==> config.mk <==
export PLATFORM = sky130hd
export DESIGN_NAME = pe_bus_arb
export DESIGN_NICKNAME = d
export VERILOG_FILES = /design/src/rtl/pe_bus_arb.sv
export SDC_FILE = /design/constraint.sdc
export NUM_CORES = 1
export LEC_CHECK = 0
export CAP_MARGIN = 20
export CORE_MARGIN = 8
export CORE_UTILIZATION = 41
export DETAILED_ROUTE_END_ITERATION = 12
export PLACE_DENSITY = 0.89
export REMOVE_ABC_BUFFERS = 1
export SLEW_MARGIN = 20
export SYNTH_ARGS = -nofsm -noshare
export SYNTH_HDL_FRONTEND = slang
export SYNTH_SLANG_ARGS = --single-unit
==> constraint.sdc <==
create_clock -name clk_i -period 2.01 [get_ports clk_i]
set_input_delay 0.402 -clock clk_i [delete_from_list [all_inputs] [get_ports clk_i]]
set_output_delay 0.402 -clock clk_i [all_outputs]
set_load 0.02 [all_outputs]
==> src/rtl/pe_bus_arb.sv <==
// rtl/pe_bus_arb.sv - round-robin arbiter granting NUM_PE processing elements one shared bus
// Each grant runs one bus transaction, bounded by TIMEOUT busy cycles, then pulses done_o.
module pe_bus_arb #(
  parameter int NUM_PE    = 4,
  parameter int AD_LEN    = 32,
  parameter int BUS_WIDTH = 32,
  parameter int TIMEOUT   = 255,
  localparam int OW       = (NUM_PE > 1) ? $clog2(NUM_PE) : 1
) (
  input  logic                     clk_i,
  input  logic                     reset_i,
  input  logic [NUM_PE-1:0]        req_i,
  input  logic [NUM_PE*AD_LEN-1:0] ad_i,
  output logic [NUM_PE-1:0]        done_o,
  output logic                     err_o,
  output logic [BUS_WIDTH-1:0]     data_o,
  output logic [OW-1:0]            owner_o,
  output logic                     bus_req_o,
  output logic [AD_LEN-1:0]        bus_ad_o,
  input  logic                     bus_ack_i,
  input  logic [BUS_WIDTH-1:0]     bus_data_i
);

  typedef enum logic [1:0] {IDLE, BUSY, DONE} state_t;

  state_t                state_q, state_d;
  logic                  bus_req_q, bus_req_d;
  logic [AD_LEN-1:0]     bus_ad_q, bus_ad_d;
  logic [NUM_PE-1:0]     done_q, done_d;
  logic                  err_q, err_d;
  logic [BUS_WIDTH-1:0]  data_q, data_d;
  logic [OW-1:0]         owner_q, owner_d;
  logic [OW-1:0]         last_q, last_d;
  logic [15:0]           cnt_q, cnt_d;

  logic                  found;
  logic [OW-1:0]         grant_idx;
  logic [AD_LEN-1:0]     ad_sel;

  // Rotating priority: the PE after the last owner is searched first.
  always_comb begin
    int j;
    found     = 1'b0;
    grant_idx = '0;
    j         = 0;
    for (int i = 1; i <= NUM_PE; i++) begin
      j = int'(last_q) + i;
      if (j >= NUM_PE) j = j - NUM_PE;
      if (!found && req_i[OW'(j)]) begin
        found     = 1'b1;
        grant_idx = OW'(j);
      end
    end
  end

  always_comb begin
    ad_sel = '0;
    for (int k = 0; k < NUM_PE; k++) begin
      if (grant_idx == OW'(k)) ad_sel = ad_i[k*AD_LEN +: AD_LEN];
    end
  end

  always_comb begin
    state_d   = state_q;
    bus_req_d = bus_req_q;
    bus_ad_d  = bus_ad_q;
    done_d    = '0;
    err_d     = err_q;
    data_d    = data_q;
    owner_d   = owner_q;
    last_d    = last_q;
    cnt_d     = cnt_q;
    case (state_q)
      IDLE: begin
        if (found) begin
          state_d   = BUSY;
          bus_req_d = 1'b1;
          bus_ad_d  = ad_sel;
          owner_d   = grant_idx;
          cnt_d     = '0;
        end
      end
      BUSY: begin
        // An ack in the last counted cycle takes precedence over the timeout.
        if (bus_ack_i) begin
          state_d   = DONE;
          bus_req_d = 1'b0;
          data_d    = bus_data_i;
          err_d     = 1'b0;
          done_d    = NUM_PE'(1) << owner_q;
        end else if (cnt_q == 16'(TIMEOUT - 1)) begin
          state_d   = DONE;
          bus_req_d = 1'b0;
          data_d    = '0;
          err_d     = 1'b1;
          done_d    = NUM_PE'(1) << owner_q;
        end else begin
          cnt_d = cnt_q + 16'd1;
        end
      end
      DONE: begin
        state_d = IDLE;
        last_d  = owner_q;
      end
      default: state_d = IDLE;
    endcase
  end

  always_ff @(posedge clk_i) begin
    if (reset_i) begin
      state_q   <= IDLE;
      bus_req_q <= 1'b0;
      bus_ad_q  <= '0;
      done_q    <= '0;
      err_q     <= 1'b0;
      data_q    <= '0;
      owner_q   <= '0;
      last_q    <= OW'(NUM_PE - 1);
      cnt_q     <= '0;
    end else begin
      state_q   <= state_d;
      bus_req_q <= bus_req_d;
      bus_ad_q  <= bus_ad_d;
      done_q    <= done_d;
      err_q     <= err_d;
      data_q    <= data_d;
      owner_q   <= owner_d;
      last_q    <= last_d;
      cnt_q     <= cnt_d;
    end
  end

  assign done_o    = done_q;
  assign err_o     = err_q;
  assign data_o    = data_q;
  assign owner_o   = owner_q;
  assign bus_req_o = bus_req_q;
  assign bus_ad_o  = bus_ad_q;

endmodule

==> key figures, run 1 <==
Status
  • Status: complete, no violations

Global route
  • GRT Util Overall: between 20% and 30%
  • Pin count of the biggest net entering global routing: 34
  • Vias in the first global route: 5953
  • First-pass GRT wire length: 31800 µm
  • Initial antenna violation count: 1
  • Overflow after GRT: 0

Floorplanning
  • Die Y: 125 µm
  • Io pins: 239
  • # rows: 39
  • Core box area: 11500 µm²
  • Initial Util: 42.3%
  • Die ar.: 15600 µm²
  • Die width: 125 µm

Synthesis
  • Post-Synthesis Cells: 557
  • Top_reg_cell synth: dfxtp_1
  • Synthesis Warnings: 0
  • Mean Syn Cell Area: 8.71 µm²
  • Register area share after synthesis: approximately 38%
  • Async set-reset flop share out of synthesis: 0%
  • Yosys cell types: 47
  • Synth Cell Area: 4850 µm²
  • Number of flops mapped to enable cells by yosys: 0
  • #FFs+latches synth: 92

Worst setup path
  • Reg2reg path depth: 8
  • Worst EP arrival: about 2.1 ns
  • Critical R2R Capture: data_o[8]
  • Setup CP Type: flop to flop
  • Crit end category: flop
  • Internal reg-to-reg setup slack: ~0.087 ns
  • Worst setup path startpoint: cnt_q[0]
  • Crit path required time: 2.23 ns
  • Worst reg2reg path startpoint: cnt_q[0]
  • Worst-path fanout max: 16
  • Setup crit start kind: flop

Cells and area
  • Nets: between 900 and 1k
  • Fin area: 8140 µm²
  • Most common cell after layout, fill and taps aside: clkdlybuf4s50_1
  • Layout Utilization: a little over 70%
  • Most frequent cells in the layout: 233 x clkdlybuf4s50_1, 92 x dfxtp_1, 63 x o21ai_0, 63 x a22o_1, 40 x nand2_1
  • Area growth syn-to-layout: 67.7%
  • Share of cells above drive strength 1: between 10% and 20%
  • Non-filler instance count after layout: between 900 and 1k

Power
  • Tot Pwr: 5.46 mW
  • Pwr/cell area: 670 nW/µm²
  • Maximum VDD drop: 735 µV
  • Leak pwr: 2.98 nW

Place
  • Dpl ws: -0.428 ns
  • Routability cong.: 0.839
  • HPWL Detailed: 14700 µm
  • IO buf count: 238
  • Cell area after placement: 7690 µm²
  • Placed cell count: between 900 and 1k

Timing
  • F_max: 520 MHz
  • Minimum clock period: 1.92 ns
  • Hold Fails Final Rpt: 0
  • Worst Slack Setup Final: 0.0874 ns
  • Worst slew pin tran: 0.553 ns
  • Max Slew Vio Count: 0
  • Hold slack: 0.460 ns
  • Slew margin rel.: 63.1%
  • Clock Skew: between 0.01 and 0.015 ns
  • Final Cycle Share: 95.7%
  • Fin Setup TNS: 0 ns
  • Finish-stage setup viols: 0

Clocking
  • CTS root buf: clkbuf_16
  • CTS Hold Bufs: 0
  • Max clock buf depth: 2
  • Worst skew pair latency: 0.34 ns
  • TritonCTS Buffers: 9
  • CTS H-tree depth: 3
  • Clk sink count: 92
  • Clock transition at the registers of the reported paths: 0.06 ns
  • CTS tree: done

Route
  • DRC: 0
  • Drt pass-1 iters: 5
  • WL final: 20500 µm
  • Post-route ant nets: 0
  • Vias/cell: 6.05
  • Routed wire per std cell: ~21 µm
  • Initial DRC count: 519
  • Via count: 5788

Min path
  • Hold path start: reset_i
  • Kind of path behind the tightest hold check: primary input to flop
  • Hold Path Sink: owner_o[0]
  • Hold path cells: 2

Job
  • Max Cap Viol: 0
-- Yosys cell counts, types with 3 or more instances --
| master | count | share of area (%) |
|---|---|---|
| and4_1 | 3 | 0.54 |
| nor2b_1 | 4 | 0.52 |
| nand2_1 | 40 | 3.1 |
| a22o_1 | 63 | 11 |
| xnor2_1 | 6 | 1.1 |
| and3_1 | 3 | 0.39 |
| inv_1 | 3 | 0.23 |
| o21ai_0 | 63 | 6.5 |
| nor2_1 | 21 | 1.6 |
| a21oi_2 | 31 | 5.6 |
| or3_1 | 3 | 0.39 |
| a21o_1 | 32 | 4.9 |
| nand2b_1 | 6 | 0.77 |
| nor3b_1 | 4 | 0.62 |
| nor3_1 | 8 | 0.82 |
| dfxtp_1 | 92 | 38 |
| buf_2 | 11 | 1.1 |
| mux2i_1 | 3 | 0.62 |
| xor2_1 | 7 | 1.3 |
| a32oi_1 | 31 | 5.6 |
| buf_6 | 7 | 1.6 |
| nand4_1 | 7 | 0.90 |
| nand3_1 | 37 | 3.8 |
| a21oi_1 | 8 | 0.82 |
| clkbuf_1 | 37 | 2.9 |
-- power breakdown --
part           switching (mW)  internal [mW]  total [mW]
logic                   0.790          0.869        1.66
registers              0.0940           1.94        2.03
clock network           0.749           1.02        1.76
total                    1.63           3.82        5.46
-- registers in the layout, indices dropped and copies added, names as in the netlist --
name       count
state_q        2
bus_ad_o      32
cnt_q         16
data_o        32
err_o          1
bus_req_o      1
last_q         2
done_o         4
owner_o        2
-- worst max-delay path by stage --
stage          slack, ns            to
5_1_grt            -0.02     data_o[8]
2_1_floorplan      -0.63     data_o[0]
6_report            0.09     data_o[8]
4_1_cts           0.0008   bus_ad_o[5]
3_3_place_gp       -0.38    data_o[17]
3_5_place_dp       -0.43  bus_ad_o[25]
-- cell type report --
type | count | area (µm²)
Antenna cell | 1 | 2.50
Clock buffer | 11 | 243
Clock inverter | 5 | 65.1
Fill cell | 814 | 3330
Inverter | 4 | 15.0
Multi-Input combinational cell | 407 | 2790
Sequential cell | 92 | 1840
Tap cell | 143 | 179
Timing Repair Buffer | 294 | 3010
-- cell families (layout without fill, tap and decap cells) --
logic type | count (synthesis) | in the layout | share of synthesized area [%]
adders and majority gates | 2 | 2 | 0.516
buffers and inverters | 59 | 314 | 5.93
muxes | 4 | 4 | 0.851
and+or+nand+nor | 147 | 148 | 15.5
other | 0 | 1 | 0
AOI/OAI and AO/OA | 240 | 240 | 36.9
DFF | 92 | 92 | 37.9
xor gates and xnor gates | 13 | 13 | 2.35
-- routing by layer --
layer,global-route usage (%),up-vias,routed length (µm)
li1,-,2603,-
met1,26.5,2779,7620
met2,44.0,347,10600
met3,5.91,59,1490
met4,12.0,0,721
met5,0,-,0
-- what timing repair did --
action	4_1_cts	5_1_grt
cloned	2	0
endpoints found under the setup margin	65	68
setup buffers	2	3
pin swaps	4	3
gates resized for setup	6	6
-- critical path: stages (launching register included) --
cell	delay [ns]
dfxtp_1	0.31
inv_1	0.05
ha_1	0.16
nor4b_4	0.26
and4_4	0.28
o21ai_1	0.16
nor2b_4	0.20
buf_12	0.16
a22o_1	0.24
Power figures use the tool's default switching activity.
==> inputs of run 2 (changes only) <==
- MAX_ROUTING_LAYER: unset -> met4
- clock period: 2.01 -> 2.2 ns (I/O delays scaled with it)
==> run 2 against run 1 <==
Against the previous run:
- clock power is 7% lower
- first-iteration DRC count is 26% lower
- sequential share of layout area is 0.62 points higher
- die area stayed put
- clock skew is 0.0037 ns lower
- largest power group unchanged
==> key figures, run 2 (same netlist as run 1, synthesis figures left out) <==
Status
  • Status: complete, no violations

Floorplanning
  • Core box area: 11500 µm²
  • Initial Util: between 40% and 50%
  • Die width: 125 µm
  • # rows: 39
  • Io pins: 239
  • Die ar.: between 15000 and 20000 µm²
  • Die Y: 125 µm

Worst setup path
  • CP bufs+invs: 3
  • Reg2reg path depth: 7
  • Worst-path fanout max: 18
  • CP top delay family: buffers and inverters
  • Setup crit start kind: primary input
  • Setup CP Type: primary input to flop
  • Cell mode on critical path: buf_4
  • Worst reg2reg path startpoint: cnt_q[0]
  • Worst EP arrival: between 2 and 2.5 ns
  • Worst path max stage delay: 0.45 ns
  • Crit end category: flop
  • Internal reg-to-reg setup slack: 0.19 ns
  • CP cell instances: clkdlybuf4s50_1, buf_4, or4_4, nand2_2, or3_1, buf_4, a22o_1, a21oi_2
  • Critical R2R Capture: data_o[11]
  • Crit path required time: 2.41 ns
  • Worst path slowest cell: clkdlybuf4s50_1

Clocking
  • TritonCTS Buffers: 9
  • # Post-CTS Setup Buffers: 0
  • Clk sink count: 92
  • CTS tree: done
  • Max clock buf depth: 2
  • Worst skew pair latency: 0.34 ns
  • CTS root buf: clkbuf_16
  • CTS Hold Bufs: 0
  • Clock transition at the registers of the reported paths: 0.07 ns
  • CTS H-tree depth: 3

Global route
  • Overflow after GRT: 0
  • Initial antenna violation count: 0
  • Pin count of the biggest net entering global routing: 34
  • First-pass GRT wire length: between 20000 and 30000 µm
  • GRT Util Overall: 23.4%
  • Vias in the first global route: 5725

Cells and area
  • Ant diodes: 0
  • Layout Utilization: about 69%
  • Most common cell after layout, fill and taps aside: clkdlybuf4s50_1
  • Most frequent cells in the layout: 237 x clkdlybuf4s50_1, 92 x dfxtp_1, 63 x o21ai_0, 63 x a22o_1, 40 x nand2_1
  • Area growth syn-to-layout: 63.2%
  • Fillers: 848
  • Nets: 961
  • Share of cells above drive strength 1: 12.8%

Power
  • Maximum VDD drop: 472 µV
  • Seq pwr share: 37.5%
  • Sw Pwr: ~1.5 mW
  • Gate power share: between 20% and 30%
  • Clock power frac: 33.0%
  • Switch share: a little under a third
  • Pwr/cell area: 624 nW/µm²
  • Cell internal pwr: ~3.4 mW
  • Leak pwr: 2.86 nW

Route
  • Vias/cell: 5.85
  • WL final: between 15000 and 20000 µm
  • Routed wire per std cell: 20.4 µm
  • DRC: 0
  • Post-route ant nets: 0
  • Drt pass-1 iters: 5
  • Via count: 5497
  • Initial DRC count: 385

Place
  • Routability cong.: 0.869
  • IO buf count: between 200 and 250
  • HPWL Detailed: 14300 µm

Timing
  • Hold Fails Final Rpt: 0
  • Worst slew pin tran: 0.547 ns
  • Finish-stage setup viols: 0
  • Max Slew Vio Count: 0
  • Hold slack: roughly 0.48 ns
  • RSZ-0062 raised after global routing: false
  • Slew margin rel.: 63.5%
  • Minimum clock period: about 2.1 ns
  • F_max: 472 MHz
  • Final Cycle Share: between 90 and 100%
  • Clock Skew: 0.00809 ns

Job
  • Max Cap Viol: 0

Min path
  • Kind of path behind the tightest hold check: flop to flop
  • Hold path start: data_o[25]
  • Hold path cells: 1
  • Hold Path Sink: data_o[25]
## run 2: cell count changes in the layout (fill, tap and decap cells not counted), sizes merged, moves of 2 or more
cell           before  now
dlygate4sd2         2    0
buf                57   41
clkdlybuf4s50     233  237
clkbuf             11    9
## run 2: power groups by stage
stage	registers [mW]	logic, mW	clock network [mW]
5_1_grt	1.86	1.54	1.71
6_report	1.85	1.46	1.63
3_3_place_gp	1.88	1.40	0
2_1_floorplan	1.99	0.493	0
4_1_cts	1.85	1.45	1.64
3_5_place_dp	1.89	1.44	0
## run 2: worst max-delay path by stage
stage | from | to | slack, ns | cells after the start
after floorplan | req_i[0] | bus_ad_o[30] | -0.45 | 5
after global placement | req_i[1] | bus_ad_o[8] | -0.22 | 8
after detailed placement | req_i[1] | bus_ad_o[12] | -0.24 | 8
after CTS | cnt_q[0] | data_o[11] | 0.07 | 7
after global routing | req_i[0] | bus_ad_o[30] | 0.01 | 6
final | req_i[1] | bus_ad_o[25] | 0.08 | 8
## run 2: layout make-up
| class | count | area, µm² | area share [%] |
|---|---|---|---|
| Tap cell | 143 | 179 | 2.26 |
| Clock buffer | 9 | 225 | 2.84 |
| Clock inverter | 7 | 82.6 | 1.04 |
| Timing Repair Buffer | 278 | 2820 | 35.5 |
| Sequential cell | 92 | 1840 | 23.2 |
| Inverter | 4 | 15.0 | 0.190 |
| Multi-Input combinational cell | 407 | 2760 | 34.9 |
## run 2: per-layer routing
| layer | vias up | routed length (µm) | GRT usage [%] |
|---|---|---|---|
| met5 | - | 0 | - |
| met4 | 0 | 441 | 8.58 |
| met3 | 36 | 1140 | 3.96 |
| met2 | 276 | 10100 | 41.7 |
| met1 | 2617 | 7430 | 25.5 |
| li1 | 2568 | - | - |
## run 2: metrics by stage
step	worst slack (ns)	power [mW]	std cells	TNS, ns	instance area, µm²
4_1_cts	0.0663	4.94	939	0	7910
6_report	0.0818	4.94	940	0	7920
3_5_place_dp	-0.243	3.32	923	-9.03	7600
5_1_grt	0.0119	5.12	940	0	7920
2_1_floorplan	-0.445	2.49	502	-25.77	4580
3_3_place_gp	-0.220	3.28	923	-14.43	7600
## run 2: timing repair
| action | in CTS | in global routing |
|---|---|---|
| hold endpoints to repair | 0 | 0 |
| resized for setup | 0 | 1 |
| setup endpoints to repair | 0 | 26 |
## run 2: worst reg2reg max path: stages (launching register included)
cell and delay [ns]:
dfxtp_1 0.34, inv_1 0.05, ha_1 0.20, nor4b_2 0.17, and4_1 0.17, o21ai_1 0.29, nor2b_4 0.49, a22o_1 0.24
==> inputs of run 3 (changes only) <==
- CORE_MARGIN: 8 -> unset
==> run 3 against run 2 <==
Against the previous run:
- hold slack improved by 0.0042 ns
- highest routed layer unchanged
- combinational power about the same
- via count increased by 2.0%
- die area decreased by 21%
- critical path type unchanged
- count of clock-buffer cells in the layout increased by 1
- clock skew increased by 0.0016 ns
- largest cell class unchanged
==> key figures, run 3 (same netlist as run 1, synthesis figures left out) <==
Worst setup path
  • Reg2reg path depth: 7
  • Crit end category: flop
  • Internal reg-to-reg setup slack: 0.19 ns
  • Worst path slowest cell: clkdlybuf4s50_1
  • Setup crit start kind: primary input
  • Worst path max stage delay: 0.47 ns
  • Worst EP arrival: between 2 and 2.5 ns
  • Worst-path fanout max: 29
  • Setup CP Type: primary input to flop
  • Worst reg2reg path startpoint: cnt_q[1]
  • Critical R2R Capture: data_o[15]
  • CP cell instances: clkdlybuf4s50_1, o211a_1, or2_2, buf_4, o21ai_0, a2111oi_0, a311o_1
  • Crit path required time: between 2 and 2.5 ns

Clocking
  • Clock transition at the registers of the reported paths: 0.07 ns
  • CTS H-tree depth: 3
  • CTS tree: done
  • CTS root buf: clkbuf_16
  • TritonCTS Buffers: 9
  • Post_cts resized: 0
  • Clk sink count: 92
  • Max clock buf depth: 2
  • Worst skew pair latency: 0.34 ns
  • CTS Hold Bufs: 0
  • # Post-CTS Setup Buffers: 0

Timing
  • Worst slew pin tran: between 0.5 and 0.6 ns
  • Final Cycle Share: 97.5%
  • RSZ-0062 raised after global routing: false
  • Hold Fails Final Rpt: 0
  • Minimum clock period: 2.15 ns
  • Max Slew Vio Count: 0
  • F_max: about 470 MHz
  • Finish-stage setup viols: 0
  • Slew margin rel.: 64.0%
  • Clock Skew: between 0.009 and 0.01 ns

Min path
  • Hold path start: data_o[25]
  • Hold path cells: 1
  • Kind of path behind the tightest hold check: flop to flop
  • Hold Path Sink: data_o[25]

Power
  • Clock power frac: around a third
  • Cell internal pwr: 3.56 mW
  • Maximum VDD drop: 570 µV
  • Seq pwr share: 36.9%
  • Sw Pwr: 1.47 mW
  • Gate power share: 28.6%
  • Pwr/cell area: 638 nW/µm²
  • Switch share: 29.2%
  • Leak pwr: 2.81 nW

Place
  • HPWL Detailed: 12700 µm
  • IO buf count: 238
  • Cell area after placement: about 7500 µm²
  • Routability cong.: 0.849

Status
  • Status: complete, no violations

Cells and area
  • Most frequent cells in the layout: 237 x clkdlybuf4s50_1, 92 x dfxtp_1, 63 x o21ai_0, 63 x a22o_1, 40 x nand2_1
  • Ant diodes: 0
  • Most common cell after layout, fill and taps aside: clkdlybuf4s50_1
  • Fin area: 7880 µm²
  • Area growth syn-to-layout: 62.3%
  • Share of cells above drive strength 1: 11.9%
  • Layout Utilization: 68.7%
  • Nets: 954

Global route
  • First-pass GRT wire length: 28000 µm
  • GRT Util Overall: 28.8%
  • Pin count of the biggest net entering global routing: 35
  • Overflow after GRT: 0
  • Initial antenna violation count: 0
  • Vias in the first global route: 5684

Floorplanning
  • Io pins: 239
  • Initial Util: a little over two fifths
  • Die Y: 111 µm
  • Die width: 111 µm
  • # rows: 39
  • Core box area: 11500 µm²
  • Die ar.: 12300 µm²

Route
  • Post-route ant nets: 0
  • DRC: 0
  • Initial DRC count: 426
  • Vias/cell: about 6.0
  • WL final: ~18000 µm
  • Drt pass-1 iters: 6
  • Via count: approximately 5.6k
  • Routed wire per std cell: 19.1 µm

Job
  • Max Cap Viol: 0
==> run 3: worst max-delay path by stage <==
stage,start,depth (start not counted),to
final,req_i[0],7,bus_ad_o[30]
after global routing,req_i[0],7,bus_ad_o[30]
after global placement,req_i[0],7,bus_ad_o[30]
after CTS,req_i[0],7,bus_ad_o[30]
after floorplan,req_i[0],5,bus_ad_o[30]
after detailed placement,req_i[0],7,bus_ad_o[30]
==> run 3: per-stage QoR <==
stage	setup WS, ns	hold slack [ns]	TNS, ns	total power, mW	std cells
detailed placement	-0.280	0.463	-8.38	3.31	917
CTS	0.0611	0.484	0	5.03	933
finish	0.0548	0.485	0	5.03	933
floorplan	-0.445	0.472	-25.77	2.49	502
global placement	-0.227	0.462	-7.14	3.27	917
global route	0.000978	0.492	0	5.20	933
==> run 3: layout make-up <==
class                   instances  area, µm²
clock inverters                 6       93.8
well taps                     143        179
fillers                       848       3590
repair buffers                272       2760
clock buffers                  10        239
multi-input cells             406       2750
inverters                       4       15.0
flip-flops and latches         92       1840
==> run 3: power by group through the flow <==
stage	Combinational [mW]	Sequential (mW)	Clock [mW]
global placement	1.39	1.88	0
floorplan	0.493	1.99	0
global route	1.51	1.87	1.82
detailed placement	1.42	1.89	0
finish	1.44	1.86	1.73
CTS	1.43	1.85	1.75
==> run 3: per-layer routing <==
layer	routed length, µm	vias up	GRT usage, %
li1	-	2552	-
met1	7020	2692	32.9
met2	9050	313	49.4
met3	1130	51	4.32
met4	600	0	13.5
met5	0	-	-
==> run 3: critical path: cells and delay by family <==
kind                   cells  cell delay [ns]
AOI/OAI and AO/OA          4             0.90
buffers and inverters      2             0.70
and+or+nand+nor            1             0.32
